**src/rtl/wave_sample_streamer.sv**
```systemverilog
// wave_sample_streamer: captures sample_in every SAMPLE_DIV clocks into a FIFO and streams it to a UART.
// Define FRAME_HDR_EN to prefix every FRAME_LEN data bytes with HDR_BYTE.
module wave_sample_streamer #(
   parameter int SAMPLE_DIV = 10_000,
   parameter int FIFO_DEPTH = 16,
   parameter int FRAME_LEN = 8,
   parameter logic [7:0] HDR_BYTE = 8'hA5
) (
   input logic clk,
   input logic rst,
   input logic [7:0] sample_in,
   input logic uart_ready,
   output logic [7:0] uart_data,
   output logic uart_start,
   output logic overflow,
   output logic [$clog2(FIFO_DEPTH):0] fifo_level
);
   localparam int CW = $clog2(SAMPLE_DIV);
   localparam int AW = $clog2(FIFO_DEPTH);
   typedef enum logic [1:0] {IDLE, START, WAIT_BUSY, WAIT_DONE} state_t;
   state_t state, next;
   logic [CW-1:0] tick_cnt;
   logic [AW-1:0] wr_ptr, rd_ptr;
   logic [7:0] mem [FIFO_DEPTH];
   logic tick, full, empty, push, pop, load, send_hdr;
   assign tick = tick_cnt == CW'(SAMPLE_DIV - 1);
   assign empty = fifo_level == '0;
   assign full = fifo_level == (AW+1)'(FIFO_DEPTH);
   assign pop = load && !send_hdr;
   // a pop on the capture cycle frees the slot, so a full FIFO still accepts the sample
   assign push = tick && (!full || pop);
   assign uart_start = state == START;
   always_ff @(posedge clk or posedge rst)
      if (rst) tick_cnt <= '0;
      else tick_cnt <= tick ? '0 : tick_cnt + 1'b1;
   always_ff @(posedge clk or posedge rst)
      if (rst) begin
         wr_ptr <= '0;
         rd_ptr <= '0;
         fifo_level <= '0;
         overflow <= 1'b0;
      end else begin
         wr_ptr <= wr_ptr + AW'(push);
         rd_ptr <= rd_ptr + AW'(pop);
         fifo_level <= fifo_level + (AW+1)'(push) - (AW+1)'(pop);
         overflow <= overflow | (tick & full & ~pop);
      end
   always_ff @(posedge clk)
      if (push) mem[wr_ptr] <= sample_in;
`ifdef FRAME_HDR_EN
   logic hdr_pend;
   logic [7:0] frame_cnt;
   assign send_hdr = hdr_pend;
   // the frame closes on the pop of its last data byte; the FSM is busy until after that byte's START
   always_ff @(posedge clk or posedge rst)
      if (rst) begin
         hdr_pend <= 1'b1;
         frame_cnt <= '0;
      end else if (load) begin
         if (hdr_pend) hdr_pend <= 1'b0;
         else if (frame_cnt == 8'(FRAME_LEN - 1)) begin
            frame_cnt <= '0;
            hdr_pend <= 1'b1;
         end else frame_cnt <= frame_cnt + 1'b1;
      end
`else
   logic unused_frame_len;
   assign send_hdr = 1'b0;
   assign unused_frame_len = ^8'(FRAME_LEN);
`endif
   always_ff @(posedge clk or posedge rst)
      if (rst) state <= IDLE;
      else state <= next;
   always_comb begin
      next = state;
      load = 1'b0;
      case (state)
         IDLE: if (uart_ready && (!empty || send_hdr)) begin
            next = START;
            load = 1'b1;
         end
         START: next = WAIT_BUSY;
         WAIT_BUSY: if (!uart_ready) next = WAIT_DONE;
         default: if (uart_ready) next = IDLE;
      endcase
   end
   always_ff @(posedge clk or posedge rst)
      if (rst) uart_data <= 8'h00;
      else if (load) uart_data <= send_hdr ? HDR_BYTE : mem[rd_ptr];
endmodule

```
**config.mk**
```make
export PLATFORM = sky130hd
export DESIGN_NAME = wave_sample_streamer
export DESIGN_NICKNAME = d
export VERILOG_FILES = /design/src/rtl/wave_sample_streamer.sv
export SDC_FILE = /design/constraint.sdc
export NUM_CORES = 1
export LEC_CHECK = 0
export CAP_MARGIN = 30
export CORE_UTILIZATION = 53
export CTS_CLUSTER_DIAMETER = 150
export DETAILED_ROUTE_END_ITERATION = 7
export MAX_ROUTING_LAYER = met4
export PLACE_DENSITY = 0.76
export SLEW_MARGIN = 15
export SYNTH_ARGS = -nofsm -noshare
export SYNTH_HDL_FRONTEND = slang
export SYNTH_SLANG_ARGS = --single-unit
export TNS_END_PERCENT = 30
```
**constraint.sdc**
```tcl
create_clock -name clk -period 3.6 [get_ports clk]
set_input_delay 0.9 -clock clk [delete_from_list [all_inputs] [get_ports clk]]
set_output_delay 0.9 -clock clk [all_outputs]
set_load 0.005 [all_outputs]
```
==> run_results.csv <==
group,metric,value,unit
outcome,outcome,"finished, final reports clean",
synth,yosys_warnings,0,
routing,num_vias,3572,
floorplan,design.die.area,13200,um^2
synth,synth_most_common_cell,"edfxtp_1",
synth,synth_common_cells,"128 x edfxtp_1, 38 x dfrtp_1, 33 x nor2_1",
clock_network,clk_pin_slew_worst_paths,0.06,ns
floorplan,ios,26,
synth,ys_seq_area_share,71.0,%
floorplan,rows,40,
clock_network,cts_resized,0,
worst_hold_path,min_path_type,"flop to flop",
routing,vias_per_cell,5.82,
clock_network,clk_latency,0.42,ns
critical_path,critPathKind,"flop to flop",
global_routing,grt_max_degree,39,
power_and_ir_drop,fin_total_pwr,5440,uW
routing,postRouteAntennaNets,0,
sta,fin_crit,2.85,ns
clock_network,cts_tree,"yes",
synth,synth_edf_count,128,
placement,gp_congestion,0.790,
power_and_ir_drop,p_seq_share,44.1,%
synth,syn_nets,405,
synth,synth_top_area_share,56.9,%
clock_network,root_buffer,"clkbuf_16",
clock_network,holdBufCountCts,0,
power_and_ir_drop,power_leakage,0.00281,uW
clock_network,clkSinkCount,166,
critical_path,cp-end-kind,"flop",
floorplan,core,12200,um^2
routing,wirelength,12900,um
global_routing,grt_pass1_wl,20600,um
routing,wire_per_inst,21.0,um
sta,fin_skew,0.0124,ns
clock_network,postCtsSetupBuffers,0,
placement,portBuffers,25,
synth,synthFlopType,"edfxtp_1",
synth,synthArstFlopShare,22.9,%
power_and_ir_drop,irDropWorstVdd,0.000476,V
global_routing,grt-ovfl-total,0,
routing,drc,0,
power_and_ir_drop,switching_share,27.2,%
synth,yosys-top-cells-area,"edfxtp_1 57%, dfrtp_1 14%, mux4_2 10%",
clock_network,cts_buffers,17,
sta,worst_pin_slew,0.879,ns
sta,grt_setup_unrepaired,"no",
synth,ys_ff_latch,166,
sta,slew_headroom,41.4,%
finish,antenna_cells,0,
global_routing,antenna_found_initial,0,
clock_network,cts_buffer_depth,2,
power_and_ir_drop,combPwrFrac,24.2,%
sta,hold_viol_final,0,
synth,syn_inst,379,
finish,area_growth,17.2,%
synth,yosys.cell_types.count,49,
synth,synth_top_area_cell,"edfxtp_1",
floorplan,die_y,115,um
floorplan,initial_core_util,55.3,%
sta,period_share,79.2,%
routing,drt_iter0_drc,303,
finish,drive_gt1_share,21.5,%
critical_path,path_max_fanout,5,
power_and_ir_drop,power_switching,1480,uW
critical_path,crit_arrival,3.20,ns
placement,place_hpwl,8250,um
sta,report.final.slew_viol_count,0,
sta,max_freq,0.351,GHz
power_and_ir_drop,power_frac_clock,31.7,%
synth,syn_avg_cell_area,17.8,um^2
critical_path,required,3.95,ns
clock_network,htree_levels,4,
power_and_ir_drop,p_per_area,687,nW/um^2
power_and_ir_drop,internal_power,3960,uW
routing,drt-pass1-iter-count,5,
global_routing,first_global_vias,3776,
run,maxCapViolCount,0,
critical_path,crit_path_start_kind,"flop",
finish,nNetsFinal,459,
synth,syn-cell-area,6760,um^2
sta,setup_tns,0,ns
floorplan,die_x,115,um
sta,setup_viol,0,
global_routing,track_usage,22.9,%
## per-layer routing
layer	part of all wire [%]	global-route usage [%]	up-vias
met4	2.8	10.6	0
met2	51	37.9	112
met1	41	27.2	1841
met5	0	-	-
li1	-	-	1590
met3	4.6	4.74	29
## final timing paths
kind | end | slack, ns | depth (start not counted) | start
worst min-delay path | tick_cnt[0] | 0.46 | 1 | tick_cnt[0]
max in group asynchronous | rd_ptr[0] | 2.30 | 3 | rst
worst max-delay path | fifo_level[4] | 0.75 | 13 | fifo_level[2]
worst max register to register | fifo_level[4] | 0.75 | 13 | fifo_level[2]
worst min register to register | tick_cnt[0] | 0.46 | 1 | tick_cnt[0]
min in group asynchronous | fifo_level[2] | 0.91 | 3 | rst
## placed cells by master, fill, tap and decap left out, drive strengths merged, types with 3 or more instances in the layout
| master | n |
|---|---|
| mux2i | 10 |
| nand4 | 5 |
| nand2 | 9 |
| clkdlybuf4s50 | 25 |
| mux4 | 31 |
| dfrtp | 38 |
| a221o | 3 |
| nand2b | 3 |
| edfxtp | 128 |
| mux2 | 4 |
| a21oi | 3 |
| clkbuf | 20 |
| clkinvlp | 4 |
| xnor2 | 9 |
| ha | 14 |
| nor2 | 33 |
| o22ai | 5 |
| nand3 | 8 |
| xor2 | 8 |
| inv | 14 |
| buf | 25 |
| nor3 | 8 |
| a221oi | 6 |
| clkinv | 4 |
## cell families after synthesis
group,after synthesis,synth area share (%)
adder cells (fa/ha/maj),15,2.89
multiplexers,45,12.5
flip-flops,166,71.0
AO/OA/AOI/OAI,25,2.74
AND/OR/NAND/NOR,84,6.93
XOR/XNOR,17,2.20
buffers and inverters,27,1.78
## registers in the layout, indices dropped and copies added, names as in the netlist
register and flops:
overflow 1, uart_data 8, state 2, mem 128, rd_ptr 4, tick_cnt 14
wr_ptr 4, fifo_level 5
## critical path: stages (launching register included)
cell	delay [ns]
dfrtp_1	0.40
inv_1	0.10
ha_1	0.19
or4b_1	0.49
nand3_2	0.16
inv_1	0.09
ha_1	0.28
inv_1	0.04
ha_1	0.20
fa_1	0.42
a21oi_1	0.14
nor2_1	0.05
nor2_1	0.11
xnor2_1	0.12
## area by class of cell
| class | count | area [um^2] |
|---|---|---|
| Multi-Input combinational cell | 186 | 1840 |
| Timing Repair Buffer | 50 | 458 |
| Sequential cell | 166 | 4800 |
| Tap cell | 168 | 210 |
| Fill cell | 841 | 4300 |
| Clock buffer | 20 | 437 |
| Inverter | 12 | 45.0 |
| Clock inverter | 12 | 130 |
## through the flow
stage	instance area [um^2]	util (%)	cells	hold WS [ns]	setup slack, ns
floorplan	6760	-	379	0.423	0.675
global placement	7320	60.0	581	0.439	0.423
detailed placement	7350	60.2	582	0.456	0.390
CTS	7920	64.8	614	0.464	0.736
global route	7920	64.8	614	0.482	0.599
finish	7920	64.8	614	0.457	0.748
## power groups by stage
| stage | Sequential (uW) | Clock [uW] | Combinational [uW] |
|---|---|---|---|
| CTS | 2410 | 1740 | 1340 |
| finish | 2400 | 1720 | 1320 |
| global route | 2430 | 1810 | 1430 |
| global placement | 2470 | 0 | 1220 |
| detailed placement | 2450 | 0 | 1320 |
| floorplan | 2290 | 0 | 988 |
(Power assumes the default switching activity.)
==> RTL change 1 (same flow settings) <==
Build with the macro `FRAME_HDR_EN` defined.
--- a/src/rtl/wave_sample_streamer.sv
+++ b/src/rtl/wave_sample_streamer.sv
@@ -1,5 +1,7 @@
 // wave_sample_streamer: captures sample_in every SAMPLE_DIV clocks into a FIFO and streams it to a UART.
 // Define FRAME_HDR_EN to prefix every FRAME_LEN data bytes with HDR_BYTE.
+`define FRAME_HDR_EN
+
 module wave_sample_streamer #(
    parameter int SAMPLE_DIV = 10_000,
    parameter int FIFO_DEPTH = 16,
Behaviour: not the same (Yosys sat finds a counterexample within 4 cycles, from zero or initial values and one cycle with rst high).
==> RTL change 1 against the original RTL <==
Wire length increased by 2.4%; combinational power up 3%; total power increased by 3.2%; worst setup slack got worse by 0.057 ns; final area grew 5.7%; register-to-register slack better by 0.11 ns; sequential cell count is 9 higher; synthesized area up 6.8%; core utilization down 1.6 points; non-clock buffer count stayed put; global-route usage decreased by 1.9 points; critical endpoint unchanged; largest cell class unchanged; highest routed layer unchanged.
==> RTL change 1: results (changes against the original RTL) <==
Setup path
The maximum fanout along the worst path came to 4 (was 5). The register-to-register setup slack is 0.86 ns (was 0.75 ns). The worst endpoint data arrival time came to 3.25 ns (was 3.20 ns).

The startpoint of the most critical register-to-register path is fifo_level[2] (unchanged). The end point of the critical path is fifo_level[4] (unchanged). The worst reg2reg path depth was 14 (was 13). The source of the critical timing path is uart_ready (was fifo_level[2]).

Finish
The antenna cell count is 0 (unchanged). The final net count is 502 (was 459). The share of cells above drive strength 1 is 16.05% (was 21.52%). The filler cell count in the final layout came to 930 (was 841).

Largest registers: mem: 128 flops, tick_cnt: 14 flops (was mem: 128 flops, tick_cnt: 14 flops, uart_data: 8 flops).

Route
The wire length per cell after detailed routing was 19.94 µm (was 21.00 µm). The wire length reported by the detailed router was 13.20 mm (was 12.90 mm). The detail-routed via count per cell is 5.763 (was 5.818). The number of detailed-routing iterations run before antenna repair is 4 (was 5). The initial DRC count is 284 (was 303).

Placed design
The final weighted congestion of routability-driven global placement is 0.7958 (was 0.7902). The cell count after placement is 630 (was 582). The worst-case setup slack after placement is 0.2505 ns (was 0.3903 ns). The instance area after placement is 7761 µm² (was 7350 µm²). The post-detailed-placement half-perimeter wirelength came to 8.636 mm (was 8.251 mm).

Synth
The synthesized netlist net count is 449 (was 405). The average size of a mapped cell is 17.10 µm² (was 17.82 µm²). The post-synthesis mux area share is 12.52% (was 12.48%). The share of synthesized flip-flops with an asynchronous set or reset is 26.86% (was 22.89%). The post-synthesis sequential area ratio was 69.57% (was 70.98%). The share of synthesized cell area in full adder, half adder and majority cells came to 2.878% (was 2.889%). Most used standard cells in the synthesized netlist: edfxtp_1, dfrtp_1, nor2_1 (was edfxtp_1, dfrtp_1, nor2_1, mux4_2, ha_1). The area fraction in compound gates after synthesis came to 3.311% (was 2.741%). Area contributors post-synth: edfxtp_1, dfrtp_1, mux4_2 (unchanged).

The synthesized-area fraction occupied by xor and xnor cells is 3.034% (was 2.204%). The number of unique standard cell types used by synthesis is 47 (was 49).

Power and ir drop
The worst voltage drop across the vdd grid is 422.1 µV (was 476.4 µV). The leakage power of the design came to 3.073 nW (was 2.812 nW).

Clocking
The clock transition time at the flip-flop clock pins of the worst setup and hold paths is 0.06 ns (about the same). The buffer cell driving the clock tree root is clkbuf_16 (unchanged). The later-pin clock latency in the skew report is 0.42 ns (about the same). The H-tree depth was 4 (unchanged).

GRT
The number of antenna violations at the first check in global routing came to 0 (unchanged). The wire length of the first global-routing pass is 20.86 mm (was 20.60 mm). The total routing resource utilization after global routing was 21.00% (was 22.91%). The maximum number of pins on one net before global-route repair is 48 (was 39).

The number of global-route vias before repair was 3821 (was 3776).

Timing
The pin slew with the least headroom to its limit is 0.8231 ns (was 0.8785 ns). The least setup slack across all paths after layout is 0.6907 ns (was 0.7481 ns). The worst-case clock skew is 0.01403 ns (was 0.01237 ns).

Run status
Result of the run: complete, no violations (unchanged).

Min path
The start point of the worst hold path is tick_cnt[0] (unchanged).
## RTL change 1: changes by cell type in the layout (fill, tap and decap cells not counted), moves of 6 or more
| cell | change |
|---|---|
| mux4_2 | -15 |
| mux4_1 | +12 |
| mux2i_1 | +6 |
| nand3_1 | +6 |
| dfrtp_1 | +8 |
## RTL change 1: layout make-up
| cell class | count | area (µm²) | share of cell area (%) |
|---|---|---|---|
| Timing Repair Buffer | 50 | 478.0 | 5.713 |
| Clock inverter | 12 | 121.4 | 1.451 |
| Tap cell | 176 | 220.2 | 2.632 |
| Clock buffer | 18 | 429.2 | 5.129 |
| Sequential cell | 175 | 5022 | 60.03 |
| Multi-Input combinational cell | 214 | 2032 | 24.29 |
| Inverter | 17 | 63.81 | 0.7627 |
## RTL change 1: critical path, cell delays in order
cell and delay [ns]:
clkdlybuf4s50_1 0.52, nand2_1 0.13, o211ai_1 0.25, nand2_1 0.12, ha_1 0.27, inv_1 0.05
ha_1 0.16, inv_1 0.06, fa_1 0.39, inv_1 0.07, a21oi_1 0.05, o21bai_1 0.14
xnor2_1 0.13
## RTL change 1: worst min-delay path by stage
stage                     cells past startpoint  slack (ns)            to
final                                         1        0.48   tick_cnt[0]
after global routing                          1        0.52   tick_cnt[7]
after CTS                                     1        0.49  frame_cnt[7]
after detailed placement                      1        0.47  frame_cnt[7]
after global placement                        1        0.46   tick_cnt[0]
after floorplan                               1        0.45  frame_cnt[7]
## RTL change 1: metal layers
layer | global-route usage [%] | share of wire (%)
met5 | - | 0
met2 | 33.30 | 51
met4 | 7.358 | 0.55
met1 | 26.59 | 44
met3 | 5.116 | 4.9
## RTL change 1: power breakdown
part,internal (mW),switching [mW],total (mW)
combinational,0.763,0.596,1.36
sequential,2.30,0.244,2.54
clock,1.01,0.710,1.72
total,4.07,1.55,5.62
==> RTL change 2 (same flow settings) <==
Without the edit above. Re-encode `state_t` (4 states) as one-hot, 4 bits wide.
--- a/src/rtl/wave_sample_streamer.sv
+++ b/src/rtl/wave_sample_streamer.sv
@@ -17,7 +17,7 @@
 );
    localparam int CW = $clog2(SAMPLE_DIV);
    localparam int AW = $clog2(FIFO_DEPTH);
-   typedef enum logic [1:0] {IDLE, START, WAIT_BUSY, WAIT_DONE} state_t;
+   typedef enum logic [3:0] {IDLE = 4'b0001, START = 4'b0010, WAIT_BUSY = 4'b0100, WAIT_DONE = 4'b1000} state_t;
    state_t state, next;
    logic [CW-1:0] tick_cnt;
    logic [AW-1:0] wr_ptr, rd_ptr;
Formal check against the unedited RTL: no difference found for any inputs over 10 cycles, from zero or initial values and one cycle with rst high; not proved beyond that.
==> RTL change 2 against the original RTL <==
Wire length fell by 3.7%; non-clock buffer count is 4 lower; first-iteration DRC count rose by 7.3%; synthesized cell count fell by 0.26%; total power increased by 3.4%; clock power rose by 9%; synthesized area is 1.1% higher; hold slack gained 0.021 ns; sequential cell count up 2; largest power group unchanged; core utilization fell by 1.8 points; critical path type is now input port to register; critical endpoint unchanged; maximum frequency down 4.7%; worst setup slack worse by 0.14 ns; final area rose by 0.13%.
==> RTL change 2: results (changes against the original RTL) <==
GRT
The maximum number of pins on one net before global-route repair is 41 (was 39). The routing usage on met2 was 33.29% (was 37.87%). The total routing resource utilization after global routing is 21.42% (was 22.91%).

The number of global-route vias before repair is 3573 (was 3776).

Timing
The maximum achievable frequency is 334.1 MHz (was 350.6 MHz). The worst-case clock skew is 0.01108 ns (was 0.01237 ns). The pin slew with the least headroom to its limit is 0.8236 ns (was 0.8785 ns).

Setup path
The worst endpoint data arrival time is 3.33 ns (was 3.20 ns). The register-to-register setup slack came to 0.78 ns (was 0.75 ns). The worst reg2reg path depth is 14 (was 13). The maximum fanout along the worst path is 6 (was 5). The startpoint of the most critical register-to-register path is tick_cnt[0] (was fifo_level[2]).

Synth
The synthesized netlist net count came to 401 (was 405). The post-synthesis sequential area ratio came to 70.99% (was 70.98%). The average size of a mapped cell is 18.06 µm² (was 17.82 µm²).

Finish
The number of signal-net buffers in the layout came to 46 (was 50). The area share of buffers outside the clock network is 5.146% (was 5.785%). The number of clock-tree buffers in the layout is 18 (was 20). The clock network area share is 7.751% (was 7.160%). The non-clock inverter instance count of the final layout is 16 (was 12).

The multi-input combinational area share is 22.46% (was 23.25%). The filler cell count in the final layout came to 847 (was 841). The sequential fraction of total cell area came to 61.17% (was 60.58%). The multi-input gate count is 176 (was 186).

Placed design
The instance area after placement came to 7312 µm² (was 7350 µm²). The post-detailed-placement half-perimeter wirelength came to 7.872 mm (was 8.251 mm). The final weighted congestion of routability-driven global placement came to 0.7694 (was 0.7902). The cell count after placement was 578 (was 582).

The worst-case setup slack after placement is 0.1836 ns (was 0.3903 ns).

Route
The met2 layer wire length in the routed design was 6.331 mm (was 6.627 mm). The wire length on met1 was 5.361 mm (was 5.316 mm). The wire length per cell after detailed routing is 20.36 µm (was 21.00 µm). The initial DRC count came to 325 (was 303).

Run status
Result of the run: complete, no violations (unchanged).

Power and ir drop
The power density over the cells is 709.9 nW/µm² (was 687.4 nW/µm²). The leakage power of the design came to 2.886 nW (was 2.812 nW).

Clocking
The number of clock sinks seen by CTS is 168 (was 166).
## RTL change 2: worst max-delay path, stage by stage
cell and delay [ns]:
clkdlybuf4s50_1 0.56, and4bb_2 0.29, a21o_1 0.14, nand2_1 0.07
ha_1 0.27, inv_1 0.06, ha_1 0.15, inv_1 0.05
fa_1 0.40, inv_1 0.07, a21oi_1 0.06, o21bai_1 0.18
xnor2_1 0.13
## RTL change 2: power by group through the flow
stage	registers [mW]	clock network (mW)	logic, mW
after floorplan	2.34	0	1.11
after global placement	2.50	0	1.26
after detailed placement	2.51	0	1.30
after CTS	2.47	1.89	1.31
after global routing	2.50	1.98	1.42
final	2.47	1.87	1.29
## RTL change 2: logic make-up after synthesis
family,share of synthesized area [%]
XOR/XNOR,2.823
AND/OR/NAND/NOR,5.370
flip-flops,70.99
AO/OA/AOI/OAI,3.739
adder cells (fa/ha/maj),2.309
buffers and inverters,2.933
multiplexers,11.84
